--- src/rtl/systolic_pkg.sv ---
// Shared definitions for the 3x3 systolic multiplier: element format,
// matrix size and the result-drain state encoding.
package systolic_pkg;
   localparam int WIDTH    = 8;
   localparam int N        = 3;

   localparam int SIGN_BIT = 7;
   localparam int EXP_MSB  = 6;
   localparam int EXP_LSB  = 4;
   localparam int MAN_MSB  = 3;
   localparam int MAN_LSB  = 0;
   localparam int EXP_BIAS = 3;

   typedef enum logic {IDLE, STREAM} state_e;
endpackage

--- src/rtl/fp8_classify.sv ---
// Combinational zero/sign flags for one 8-bit float element
// (1 sign, 3 exponent, 4 mantissa).
module fp8_classify
   import systolic_pkg::*;
(
   input  logic [WIDTH-1:0] elem_i,
   output logic             is_zero,
   output logic             is_neg
);

   // -0 counts as zero here; the sign is reported separately
   assign is_zero = (elem_i[EXP_MSB:EXP_LSB] == '0) && (elem_i[MAN_MSB:MAN_LSB] == '0);
   assign is_neg  = elem_i[SIGN_BIT];

endmodule

--- src/rtl/systolic_result_reader.sv ---
// Result drain: snapshots the NxN array output on a done rising edge and
// streams it row-major over valid/ready with row/col/last/zero/neg tags.
module systolic_result_reader #(
   parameter int WIDTH = systolic_pkg::WIDTH,
   parameter int N     = systolic_pkg::N
) (
   input  logic                 clk,
   input  logic                 reset,
   input  logic                 done_in,
   input  logic [N*N*WIDTH-1:0] m_in,
   output logic                 out_valid,
   input  logic                 out_ready,
   output logic [WIDTH-1:0]     out_data,
   output logic [1:0]           out_row,
   output logic [1:0]           out_col,
   output logic                 out_last,
   output logic                 out_zero,
   output logic                 out_neg,
   output logic                 busy,
   output logic                 overrun
);
   import systolic_pkg::*;

   localparam int              KW      = $clog2(N*N);
   localparam logic [KW-1:0]   LAST_K  = KW'(N*N-1);
   localparam logic [1:0]      LAST_RC = 2'(N-1);

   state_e           state_q, state_d;
   logic             done_q;
   logic [KW-1:0]    k_q, k_d;
   logic [1:0]       row_q, row_d;
   logic [1:0]       col_q, col_d;
   logic             overrun_q, overrun_d;
   logic [WIDTH-1:0] snap_q [N*N];

   logic rise, hs, at_last, capture;

   assign rise    = done_in & ~done_q;
   assign hs      = out_valid & out_ready;
   assign at_last = (k_q == LAST_K);
   // A rise landing on the final handshake restarts instead of being dropped
   assign capture = rise & ((state_q == IDLE) | (hs & at_last));

   always_ff @(posedge clk) begin
      if (reset) begin
         state_q   <= IDLE;
         done_q    <= 1'b0;
         k_q       <= '0;
         row_q     <= '0;
         col_q     <= '0;
         overrun_q <= 1'b0;
         for (int i = 0; i < N*N; i++) snap_q[i] <= '0;
      end else begin
         state_q   <= state_d;
         done_q    <= done_in;
         k_q       <= k_d;
         row_q     <= row_d;
         col_q     <= col_d;
         overrun_q <= overrun_d;
         if (capture) begin
            for (int i = 0; i < N*N; i++) snap_q[i] <= m_in[i*WIDTH +: WIDTH];
         end
      end
   end

   always_comb begin
      state_d = state_q;
      case (state_q)
         IDLE:    if (rise) state_d = STREAM;
         STREAM:  if (hs && at_last && !rise) state_d = IDLE;
         default: state_d = IDLE;
      endcase
   end

   // Row/col run alongside k so no divide or modulo is needed
   always_comb begin
      k_d   = k_q;
      row_d = row_q;
      col_d = col_q;
      if (capture || (hs && at_last)) begin
         k_d   = '0;
         row_d = '0;
         col_d = '0;
      end else if (hs) begin
         k_d = k_q + 1'b1;
         if (col_q == LAST_RC) begin
            col_d = '0;
            row_d = row_q + 2'd1;
         end else begin
            col_d = col_q + 2'd1;
         end
      end
   end

   assign overrun_d = overrun_q | (rise & (state_q == STREAM) & ~(hs & at_last));

   always_comb begin
      out_valid = (state_q == STREAM);
      busy      = (state_q == STREAM);
      out_last  = (state_q == STREAM) & at_last;
   end

   assign out_data = snap_q[k_q];
   assign out_row  = row_q;
   assign out_col  = col_q;
   assign overrun  = overrun_q;

   fp8_classify u_classify (
      .elem_i  (out_data),
      .is_zero (out_zero),
      .is_neg  (out_neg)
   );

endmodule

--- config.mk ---
export PLATFORM = sky130hd
export DESIGN_NAME = systolic_result_reader
export DESIGN_NICKNAME = d
export VERILOG_FILES = /design/src/rtl/systolic_pkg.sv /design/src/rtl/fp8_classify.sv /design/src/rtl/systolic_result_reader.sv
export SDC_FILE = /design/constraint.sdc
export NUM_CORES = 1
export LEC_CHECK = 0
export CORE_MARGIN = 2
export CORE_UTILIZATION = 45
export DETAILED_ROUTE_END_ITERATION = 8
export PLACE_DENSITY = 0.79
export SYNTH_ARGS = -nofsm -noshare
export SYNTH_HDL_FRONTEND = slang
export SYNTH_HIERARCHICAL = 1
export SYNTH_SLANG_ARGS = --single-unit
--- constraint.sdc ---
create_clock -name clk -period 8.7 [get_ports clk]
set_clock_uncertainty 0.2 [all_clocks]
set_input_delay 2.61 -clock clk [delete_from_list [all_inputs] [get_ports clk]]
set_output_delay 2.61 -clock clk [all_outputs]
set_load 0.02 [all_outputs]
### Word-level counts from Yosys, hierarchy flattened

Memory sizes are Yosys's and may differ from the RTL's. A register that Yosys moved wholly into a read port is not among the register bits.
Cells that the tools add are included.

| cells by class | value |
|---|---|
| multiplexer cells | 20 |
| divide/modulo/power cells | 0 |
| reductions and logical operators | 9 |
| shifts and indexed selects | 0 |
| add/subtract/negate cells | 3 |
| $lt $le $gt $ge | 0 |
| multiply operators | 0 |
| eq/ne operators | 2 |
| bitwise logic cells | 21 |

Operator list:

| kind | count |
|---|---|
| two-way mux 8 bit | 9 |
| OR 1 bit | 11 |
| two-way mux 4 bit | 2 |
| AND 1 bit | 7 |
| two-way mux 1 bit | 7 |
| adder 2 x 1 -> 2 bit, second input constant | 2 |
| adder 4 x 1 -> 4 bit, second input constant | 1 |
| equality test 4 bit, second input constant | 1 |
| logical NOT 4 bit | 1 |
| logical AND 1 bit | 3 |
| logical NOT 3 bit | 1 |
| inverter 1 bit | 3 |
| equality test 2 bit, second input constant | 1 |
| two-way mux 2 bit | 1 |
| case mux 1 bit (2 select lines) | 1 |
| AND reduction 2 bit | 1 |
| OR reduction 2 bit | 1 |
| logical NOT 1 bit | 1 |
| logical OR 1 bit | 1 |

| storage, ports and cells | value |
|---|---|
| memories | 1 |
| register bits after elaboration | 11 |
| bits in read-only memories | 0 |
| bits in writable memories | 72 |
| output and inout port bits | 18 |
| bits in latches | 0 |
| logic and storage cells | 62 |

Memories:

| memory | depth | width | rd ports | clocked after memory_dff | write ports | RTL line | source |
|---|---|---|---|---|---|---|---|
| snap_q | 9 | 8 | 1 | 1 | 9 | systolic_result_reader.sv:34 | `logic [WIDTH-1:0] snap_q [N*N];` |

### Logic depth before layout (Yosys ltp)

| depth | value |
|---|---|
| depth after elaboration | 8 |
| depth in mapped cells | 8 |
| mapped depth without buffers | 6 |

### Modules after synthesis

Netlist, hierarchy kept.

Modules (own cells, without submodules):

| module | cells each | sequential area each (um^2) | times used | area each (um^2) |
|---|---|---|---|---|
| systolic_result_reader | 292 | 2462.4 | 1 | 3952.5 |
| fp8_classify | 3 | 0.0 | 1 | 27.5 |

### Worst setup path before layout

OpenSTA, ideal clock, no wires.

| timing | value |
|---|---|
| path kind | input port to flip-flop |
| from | input port done_in |
| to | memory snap_q[0][0] (enable) |
| data arrival time | 6260 ps |
| setup slack | 1723 ps |
| stages | 2 |
| buffers on the path | 0 |
| data required time | 7983 ps |
| setup time | 517 ps |
| cell sequence | or2b_1 > o21bai_1 |

RTL lines:

| item | RTL line | source |
|---|---|---|
| from (decl) | systolic_result_reader.sv:9 | `input logic done_in,` |
| to (decl) | systolic_result_reader.sv:34 |  |

==> reports/qor.yml <==
critical_path_class: "flip-flop to output port"
tns_ns: 0
wl_per_cell_um: 15.4
yosys_register_bits: 87
peakVddDrop_uv: 90.6
antenna_found_initial: 0
die_w_um: 98.0
fmax_mhz: 160
fin_nets: 461
wl_met1_mm: 3.62
viasPerCell: 5.00
start_util_pct: 46.1
grt_pass1_wl_mm: 12.1
power-per-cell-area_nw_per_um2: 169
reg2regPathDepth: 6
drv_cap: 0
routed_wl_mm: 7.65
slowest_delay_ns: 0.92
grt_pass1_vias: 2526
layout_common_cells: "clkdlybuf4s50_1, edfxtp_1, and2_2, and2_1, mux2i_1"
ys_types: 40
row_count: 34
period_minus_slack_ns: 6.26
die-area_um2: 9610
gp_congestion: 0.792
insertion_delay_ns: 0.34
yosys.area.top_type_share_pct: 54.3
period_share_pct: 71.9
slowest_stage: "dfxtp_2"
cts_resized: 0
synthArstFlopShare_pct: 0
hold_violations: 0
setup_viol: 0
drtIter0Drc: 111
yosys-top-cells-area: "edfxtp_1, and2_2, dfxtp_1"
ys_warn_count: 6
syn_nets: 373
dp.final_hpwl_mm: 5.33
core_area_um2: 8640
drv_slew: 0
ios: 94
ant_nets: 0
worst_slew_pin_slew_ns: 0.902
slew_headroom_pct: 39.9
synth_area_leader_cell: "edfxtp_1"
syn_to_final_growth_pct: 29.5
syn-cell-area_um2: 3980
wl_met2_mm: 3.50
syn_area_per_cell_um2: 13.5
holdPathStages: 2
cts_buffers: 9
clock-root-buffer: "clkbuf_8"
port_buffers: 93
grt_usage_pct: 16.0
end_kind: "output port"
required_ns: 5.89
clock-sinks: 87
synth_edf_count: 72
cts_setup_buffers: 0
hold_path_class: "flip-flop to flip-flop"
netlist_instances: 295
crit_chain: "mux2_2, o221ai_1, o21ai_1, or4_1, nor4_2, clkdlybuf4s50_1"
die_h_um: 98.0
drc_errors: 0
htreeDepth: 3
ys.flop_type: "edfxtp_1"
crit_fanout: 32
grt_max_degree: 73
path_clk_slew_ns: 0.08
cts_tree: "yes"
cp.arrival_ns: 3.45
post-route-util_pct: 59.7
highest-signal-layer: "met4"
outcome: "completed"
startpoint_type: "flip-flop"
final_common_cell: "clkdlybuf4s50_1"
route.met3.wl_um: 420
n_antenna_cell: 0
clock_path_buffers: 2
dr.pass1.iters: 4
grt-ovfl-total: 0
drive_gt1_share_pct: 22.7
rsz0062_at_grt: "false"
num_vias: 2480
power_leakage_uw: 0.00190
yosysSeqAreaShare_pct: 61.9
ctsHoldBuffers: 0
-- worst max-delay path: cells and delay by family, from the launching register on --
kind | cells | cell delay (ns)
AND/OR/NAND/NOR | 2 | 0.80
buffers and inverters | 1 | 0.65
AO/OA/AOI/OAI | 2 | 0.28
multiplexers | 1 | 0.42
flip-flops | 1 | 0.92
-- where the power goes --
group          internal (µW)  switching [µW]  leakage (µW)
Combinational           67.0            48.8      0.000917
Clock                    132             129     0.0000880
Sequential               481            12.9      0.000893
-- per-stage QoR --
step	cells	hold WS (ns)	power, µW	setup WS, ns	cell area, µm²
3_3_place_gp	480	0.266	616	2.96	4970
6_report	496	0.297	871	2.44	5150
5_1_grt	496	0.330	906	2.28	5150
4_1_cts	496	0.312	877	2.44	5150
3_5_place_dp	480	0.293	620	2.86	4970
2_1_floorplan	295	0.256	562	1.72	3980
-- logic make-up (layout without fill, tap and decap cells) --
| group | Yosys count | count (layout) | synth area share (%) |
|---|---|---|---|
| and+or+nand+nor | 112 | 112 | 18.4 |
| DFF | 87 | 87 | 61.9 |
| AOI/OAI and AO/OA | 39 | 39 | 7.10 |
| muxes | 33 | 33 | 8.80 |
| buffers and inverters | 20 | 113 | 2.77 |
| adders and majority gates | 2 | 2 | 0.629 |
| xor gates and xnor gates | 2 | 2 | 0.440 |
-- state kept, by name (all words and copies together) (netlist names), named ones only --
signal and cells:
out_row 2, done_q 1, k_q 4, snap_q 72
overrun 1, busy 1, out_col 2
-- path summary, 6_finish.rpt --
path	end	from	slack, ns
hold / removal	overrun$_SDFF_PP0_	overrun$_SDFF_PP0_	0.30
setup / recovery	out_zero	flip-flop	2.44
setup reg to reg	snap_q[2][5]$_SDFFCE_PN0P_	k_q[0]$_SDFFE_PP0N_	6.33
hold reg to reg	overrun$_SDFF_PP0_	overrun$_SDFF_PP0_	0.30
-- synth_stat cells (2+ instances only) --
cell type,number
a21oi_1,4
buf_2,3
nand2_1,11
nor2b_1,6
and2_1,23
a22oi_1,9
and2_2,50
buf_4,4
dfxtp_1,15
edfxtp_1,72
o21ai_1,8
clkbuf_2,7
mux2i_1,17
o221ai_1,8
a211oi_1,3
inv_1,2
mux2_2,16
nor2_1,12
o21bai_1,2
ha_1,2
buf_1,2
-- layer usage --
metal | GRT usage, % | up-vias
li1 | - | 1241
met3 | 3.79 | 7
met5 | 0 | -
met2 | 24.9 | 84
met4 | 5.88 | 0
met1 | 22.1 | 1148
-- layout make-up --
type,instances,area [µm²]
clock buffers,12,135
multi-input cells,188,1420
repair buffers,95,946
clock inverters,4,46.3
flip-flops and latches,87,2460
inverters,2,7.51
well taps,108,135
fillers,706,3480
Note: power is estimated with default switching activity, not from simulation.
